==> config.mk <==
export PLATFORM = sky130hd
export DESIGN_NAME = vga_timing_gen
export DESIGN_NICKNAME = d
export VERILOG_FILES = /design/src/rtl/vga_timing_gen.sv
export SDC_FILE = /design/constraint.sdc
export NUM_CORES = 1
export LEC_CHECK = 0
export CORE_UTILIZATION = 35
export DETAILED_ROUTE_END_ITERATION = 6
export MAX_ROUTING_LAYER = met4
export SYNTH_ARGS = -nofsm -noshare
export SYNTH_HDL_FRONTEND = slang
export SYNTH_SLANG_ARGS = --single-unit
==> constraint.sdc <==
create_clock -name clk25MHz -period 3.45 [get_ports clk25MHz]
set_clock_uncertainty 0.15 [all_clocks]
set_input_delay 0.69 -clock clk25MHz [delete_from_list [all_inputs] [get_ports clk25MHz]]
set_output_delay 0.69 -clock clk25MHz [all_outputs]
set_load 0.005 [all_outputs]
==> src/rtl/vga_timing_gen.sv <==
// VGA raster timing generator: h/v counters with registered syncs, active flag and strobes.
// Define VGA_TIMING_FRAME_COUNT_EN to add a 16-bit frame_count output.
module vga_timing_gen #(
    parameter int unsigned CNT_W    = 16,
    parameter int unsigned H_ACTIVE = 640,
    parameter int unsigned H_FP     = 16,
    parameter int unsigned H_SYNC   = 96,
    parameter int unsigned H_BP     = 48,
    parameter int unsigned V_ACTIVE = 480,
    parameter int unsigned V_FP     = 10,
    parameter int unsigned V_SYNC   = 2,
    parameter int unsigned V_BP     = 33,
    parameter bit          HS_POL   = 1'b0,
    parameter bit          VS_POL   = 1'b0
) (
    input  logic             clk25MHz,
    input  logic             reset,
    input  logic             pix_en,
    output logic [CNT_W-1:0] h_count,
    output logic [CNT_W-1:0] v_count,
    output logic             hsync,
    output logic             vsync,
    output logic             active,
    output logic             line_start,
    output logic             frame_start
`ifdef VGA_TIMING_FRAME_COUNT_EN
    ,
    output logic [15:0]      frame_count
`endif
);

    localparam int unsigned H_TOTAL   = H_ACTIVE + H_FP + H_SYNC + H_BP;
    localparam int unsigned V_TOTAL   = V_ACTIVE + V_FP + V_SYNC + V_BP;
    localparam int unsigned MAX_TOTAL = (H_TOTAL > V_TOTAL) ? H_TOTAL : V_TOTAL;

    if (((MAX_TOTAL - 1) >> CNT_W) != 0) begin : g_cnt_w_check
        $error("vga_timing_gen: CNT_W too small for H_TOTAL/V_TOTAL");
    end

    localparam logic [CNT_W-1:0] H_LAST   = CNT_W'(H_TOTAL - 1);
    localparam logic [CNT_W-1:0] V_LAST   = CNT_W'(V_TOTAL - 1);
    localparam logic [CNT_W-1:0] H_ACT    = CNT_W'(H_ACTIVE);
    localparam logic [CNT_W-1:0] V_ACT    = CNT_W'(V_ACTIVE);
    localparam logic [CNT_W-1:0] HS_START = CNT_W'(H_ACTIVE + H_FP);
    localparam logic [CNT_W-1:0] HS_END   = CNT_W'(H_ACTIVE + H_FP + H_SYNC - 1);
    localparam logic [CNT_W-1:0] VS_START = CNT_W'(V_ACTIVE + V_FP);
    localparam logic [CNT_W-1:0] VS_END   = CNT_W'(V_ACTIVE + V_FP + V_SYNC - 1);

    logic [CNT_W-1:0] r_h_count, r_v_count;
    logic             r_hsync, r_vsync, r_active, r_line_start, r_frame_start;

    logic [CNT_W-1:0] w_h_nxt, w_v_nxt;
    logic             w_h_wrap, w_hs_on, w_vs_on, w_act, w_line_land, w_frame_land;

    // Outputs are decoded from the next position so every output describes the same pixel.
    always_comb begin
        w_h_wrap = (r_h_count == H_LAST);
        w_h_nxt  = w_h_wrap ? '0 : r_h_count + CNT_W'(1);
        w_v_nxt  = r_v_count;
        if (w_h_wrap) begin
            w_v_nxt = (r_v_count == V_LAST) ? '0 : r_v_count + CNT_W'(1);
        end
        w_hs_on      = (w_h_nxt >= HS_START) && (w_h_nxt <= HS_END);
        w_vs_on      = (w_v_nxt >= VS_START) && (w_v_nxt <= VS_END);
        w_act        = (w_h_nxt < H_ACT) && (w_v_nxt < V_ACT);
        w_line_land  = (w_h_nxt == '0);
        w_frame_land = w_line_land && (w_v_nxt == '0);
    end

    // Reset parks the raster on the last pixel so the first advance lands on (0,0).
    always_ff @(posedge clk25MHz) begin
        if (reset) begin
            r_h_count     <= H_LAST;
            r_v_count     <= V_LAST;
            r_hsync       <= ~HS_POL;
            r_vsync       <= ~VS_POL;
            r_active      <= 1'b0;
            r_line_start  <= 1'b0;
            r_frame_start <= 1'b0;
        end else if (pix_en) begin
            r_h_count     <= w_h_nxt;
            r_v_count     <= w_v_nxt;
            r_hsync       <= w_hs_on ? HS_POL : ~HS_POL;
            r_vsync       <= w_vs_on ? VS_POL : ~VS_POL;
            r_active      <= w_act;
            r_line_start  <= w_line_land;
            r_frame_start <= w_frame_land;
        end else begin
            r_line_start  <= 1'b0;
            r_frame_start <= 1'b0;
        end
    end

`ifdef VGA_TIMING_FRAME_COUNT_EN
    logic [15:0] r_frame_count;

    always_ff @(posedge clk25MHz) begin
        if (reset) begin
            r_frame_count <= 16'd0;
        end else if (pix_en && w_frame_land) begin
            r_frame_count <= r_frame_count + 16'd1;
        end
    end

    assign frame_count = r_frame_count;
`endif

    assign h_count     = r_h_count;
    assign v_count     = r_v_count;
    assign hsync       = r_hsync;
    assign vsync       = r_vsync;
    assign active      = r_active;
    assign line_start  = r_line_start;
    assign frame_start = r_frame_start;

endmodule

# Word level (Yosys, flattened, before mapping)
# Cells that the tools add are included.
# totals
regBits,37
latch_bits,0
mem_bits_rw,0
romBits,0
inputBits,3
output_inout_bits,37
word_cells,30
memories,0
# classes
n_addsub,2
n_mul,0
div_mod_pow,0
order_cmp,6
n_eq_ne,2
n_shift,0
n_mux,5
n_bitwise,1
n_reduce_logical,7
# op_table
operator,n
two-way mux 16 bit,3
"adder 16 x 1 -> 16 bit, second input constant",2
"== test 16 x 10 -> 1 bit, second input constant",2
zero test 16 bit,2
">= comparator 16 x 10 -> 1 bit, second input constant",1
">= comparator 16 x 9 -> 1 bit, second input constant",1
"<= comparator 16 x 10 -> 1 bit, second input constant",1
"<= comparator 16 x 9 -> 1 bit, second input constant",1
"< comparator 16 x 10 -> 1 bit, second input constant",1
"< comparator 16 x 9 -> 1 bit, second input constant",1
logical AND 1 bit,4
two-way mux 1 bit,2
OR reduction 2 bit,1
NOT 1 bit,1

# Longest topological paths before layout
# depth
word_depth,6
mapped_depth,10

# Worst setup path after synthesis
# OpenSTA, ideal clock, no wires.
# synth_timing
path_type,flip-flop to flip-flop
start,"register r_h_count[0], in the netlist h_count[0]"
end,"register r_frame_start, in the netlist frame_start"
setup_time_ns,0.091
t_arrival_ns,2.355
required_time_ns,3.209
setup_slack_ns,0.854
path_stages_with_launch,9
period_less_slack_ns,2.596
cell_sequence,dfxtp_1 ha_1 and4_2 nand4_2 a2111oi_2 nor3_1 or3_1 nor3_1 nor4bb_1
# synth_via
elab_chain_len,4
elab_cells_between_ends,7
cone_classes,add/sub: 1; eq/ne: 1; mux: 2; reduce/logical: 3
# synth_lines
item,line,source
from (decl),49,"logic [CNT_W-1:0] r_h_count, r_v_count;"
from (signal assigned),81,r_h_count <= w_h_nxt;
adder 16 x 1 -> 16 bit / == test 16 x 10 -> 1 bit (equally long branches),"58, 57",
"two-way mux 16 bit, on equally long branches","58, 60",
"zero test 16 bit, on equally long branches","66, 67",
logical AND 1 bit *,67,w_frame_land = w_line_land && (w_v_nxt == '0);
to (signal assigned),87,r_frame_start <= w_frame_land;
to (decl),50,"logic r_hsync, r_vsync, r_active, r_line_start, r_frame_start;"
# Mark *: on every way between the ends. The rest lies on a longest branch, timed or not.
# A chain may end at the register's enable or synchronous reset.

# Final worst setup path
# Same ends and word-level chain as after synthesis.

==> out/metrics.yaml <==
status: "finished clean"
cts_tree: "yes"
cp_data_required_time_ns: 3.51
p_leak_nw: 1.05
setup_tns_ns: 0
grt_pass1_wl_microns: 11500
period_share_pct: 88.2
cts_hold_buf: 0
pre_cts_slack_ns: 0.355
clock_latency_ns: 0.29
syn-instance-count: 328
worstMarginPinSlew_ns: 0.561
cp-end-kind: "flip-flop"
post_drt_via_cell_ratio: 5.61
rsz0062_at_grt: "false"
drv_slew: 0
placementRows: 31
track_usage_pct: 19.7
yosysUniqueCellTypes: 61
antenna_found_initial: 0
arrival_ns: 3.10
power_mw: 1.17
crit_family: "simple AND/OR/NAND/NOR gates"
p_per_area_mw_per_mm2: 385
async_flop_share_pct: 0
h-tree-depth: 2
cts_buffer_depth: 2
crit_top_cell: "nor3_1"
synth_edf_count: 0
layout_common_cells: "nor2_1, clkdlybuf4s50_1, dfxtp_1"
yosysTopAreaCell: "dfxtp_1"
start_util_pct: 36.0
final_common_cell: "nor2_1"
grt_max_degree: 37
ant_nets: 0
portBuffers: 39
met2_usage_pct: 29.6
cts-buffers-inserted: 5
gp_congestion: 0.865
ir_worst_vdd_uv: 196
crit_type: "reg -> reg"
cp_cell_sequence: "ha_1 > and4_2 > nand4_2 > a2111oi_2 > nor3_1 > or3_1 > nor3_1 > nor4bb_1"
final_layout_size_suffix_gt1_share_pct: 8.76
die_y_microns: 88.1
critical_path.startpoint_type: "flip-flop"
worst_slack_ns: 0.408
hold_path_class: "reg -> reg"
slowest_delay_ns: 0.47
dpl.hpwl_microns: 5070
busiest_layer: "met2"
min_period_ns: 3.04
drc_errors: 0
maxCapViolCount: 0
synth_fp_nets: 335
ys_warn_count: 0
drt_wl_total_microns: 7150
root_buffer: "clkbuf_8"
syn_to_final_growth_pct: 17.4
clk_pin_slew_worst_paths_ns: 0.08
die_area_sq_mm: 0.00776
core_area_sq_mm: 0.00721
final_net_count: 360
dr.pass1.iters: 6
hold_viol_final: 0
ios: 40
crit_buf_inv: 0
max_freq_ghz: 0.329
critical-path-slowest-cell: "dfxtp_1"
synth_area_sq_mm: 0.00259
crit_fanout: 9
grt_pass1_vias: 2262
dr_total_vias: 2543
syn_area_per_cell_sq_um: 7.91
max-slew-margin-rel_pct: 62.4
fin_hold_ws_ns: 0.353
drt_iter0_drc: 182
synth_area_leaders: "dfxtp_1, nor2_1, xor2_1"
grt_util_met3_pct: 3.49
ys_ff_latch: 37
cts_sinks: 37
die_w_microns: 88.1
grt_overflow_total: 0
grt_use_met1_pct: 25.9
n_antenna_cell: 0
synth_seq_area_share_pct: 28.5
finalSetupViolCount: 0
netlist.area_leader.share_pct: 28.5
wl_per_cell_microns: 15.8
synth_flop_cell: "dfxtp_1"
## power by group
part	internal (mW)	switching, mW
Combinational	0.156	0.223
Clock	0.140	0.159
Sequential	0.448	0.0477
## final timing paths
check,from,endpoint,slack (ns),cells after the start
max reg2reg,h_count[0]$_SDFFE_PP1P_,frame_start$_SDFF_PP0_,0.41,8
min reg2reg,hsync$_SDFFE_PP1P_,hsync$_SDFFE_PP1P_,0.35,2
max,h_count[0]$_SDFFE_PP1P_,frame_start$_SDFF_PP0_,0.41,8
min,hsync$_SDFFE_PP1P_,hsync$_SDFFE_PP1P_,0.35,2
## cell usage after synthesis, drive strengths merged (2+ instances only)
cell type / count
dfxtp: 37
nand4: 16
o31ai: 2
inv: 7
buf: 17
xor2: 12
o21ai: 17
or3: 8
a21oi: 19
nand2: 22
nor3: 18
a31oi: 5
and3: 10
nor4: 12
nand3: 13
nor3b: 4
nand2b: 3
mux2: 2
clkbuf: 10
nor4bb: 2
nor2: 45
and4: 3
and2: 2
a211o: 5
nor4b: 2
ha: 4
xnor2: 11
a211oi: 2
## layout make-up
| type | instances | area (sq um) |
|---|---|---|
| Timing Repair Buffer | 45 | 435 |
| Multi-Input combinational cell | 257 | 1640 |
| Fill cell | 780 | 4170 |
| Inverter | 7 | 26.3 |
| Clock inverter | 2 | 10.0 |
| Clock buffer | 6 | 72.6 |
| Tap cell | 99 | 124 |
| Sequential cell | 37 | 741 |
## stage by stage
stage	cells	util [%]	area, sq um
6_report	453	42.2	3050
3_3_place_gp	445	41.0	2960
5_1_grt	453	42.2	3050
2_1_floorplan	328	-	2590
4_1_cts	453	42.1	3040
3_5_place_dp	445	41.0	2960
## timing repair
item | CTS | global route
hold endpoints to repair | 0 | 0
endpoints found under the setup margin | 0 | 1
gates resized for setup | 0 | 1
buffers inserted | 0 | 0
## logic make-up after synthesis
| family | Yosys count | share of synthesized area, % |
|---|---|---|
| AOI/OAI and AO/OA | 62 | 15.2 |
| and+or+nand+nor | 165 | 36.7 |
| muxes | 2 | 0.868 |
| adders and majority gates | 5 | 2.31 |
| xor gates and xnor gates | 23 | 7.76 |
| buffers and inverters | 34 | 8.58 |
| DFF | 37 | 28.5 |
## worst min-delay path: cells and delay by family (launching register included)
| kind | cells | cell delay, ns |
|---|---|---|
| flip-flops | 1 | 0.33 |
| AND/OR/NAND/NOR | 2 | 0.14 |
## per-layer routing
| layer | vias up | routed length (microns) |
|---|---|---|
| met5 | - | 0 |
| met4 | 0 | 191 |
| met3 | 22 | 432 |
| met2 | 110 | 3320 |
| met1 | 1172 | 3200 |
| li1 | 1239 | - |
## sequential cells by signal (all words and copies together), names as in the netlist
| name | count |
|---|---|
| active | 1 |
| h_count | 16 |
| v_count | 16 |
| vsync | 1 |
| frame_start | 1 |
| line_start | 1 |
| hsync | 1 |
Power figures use the tool's default switching activity.
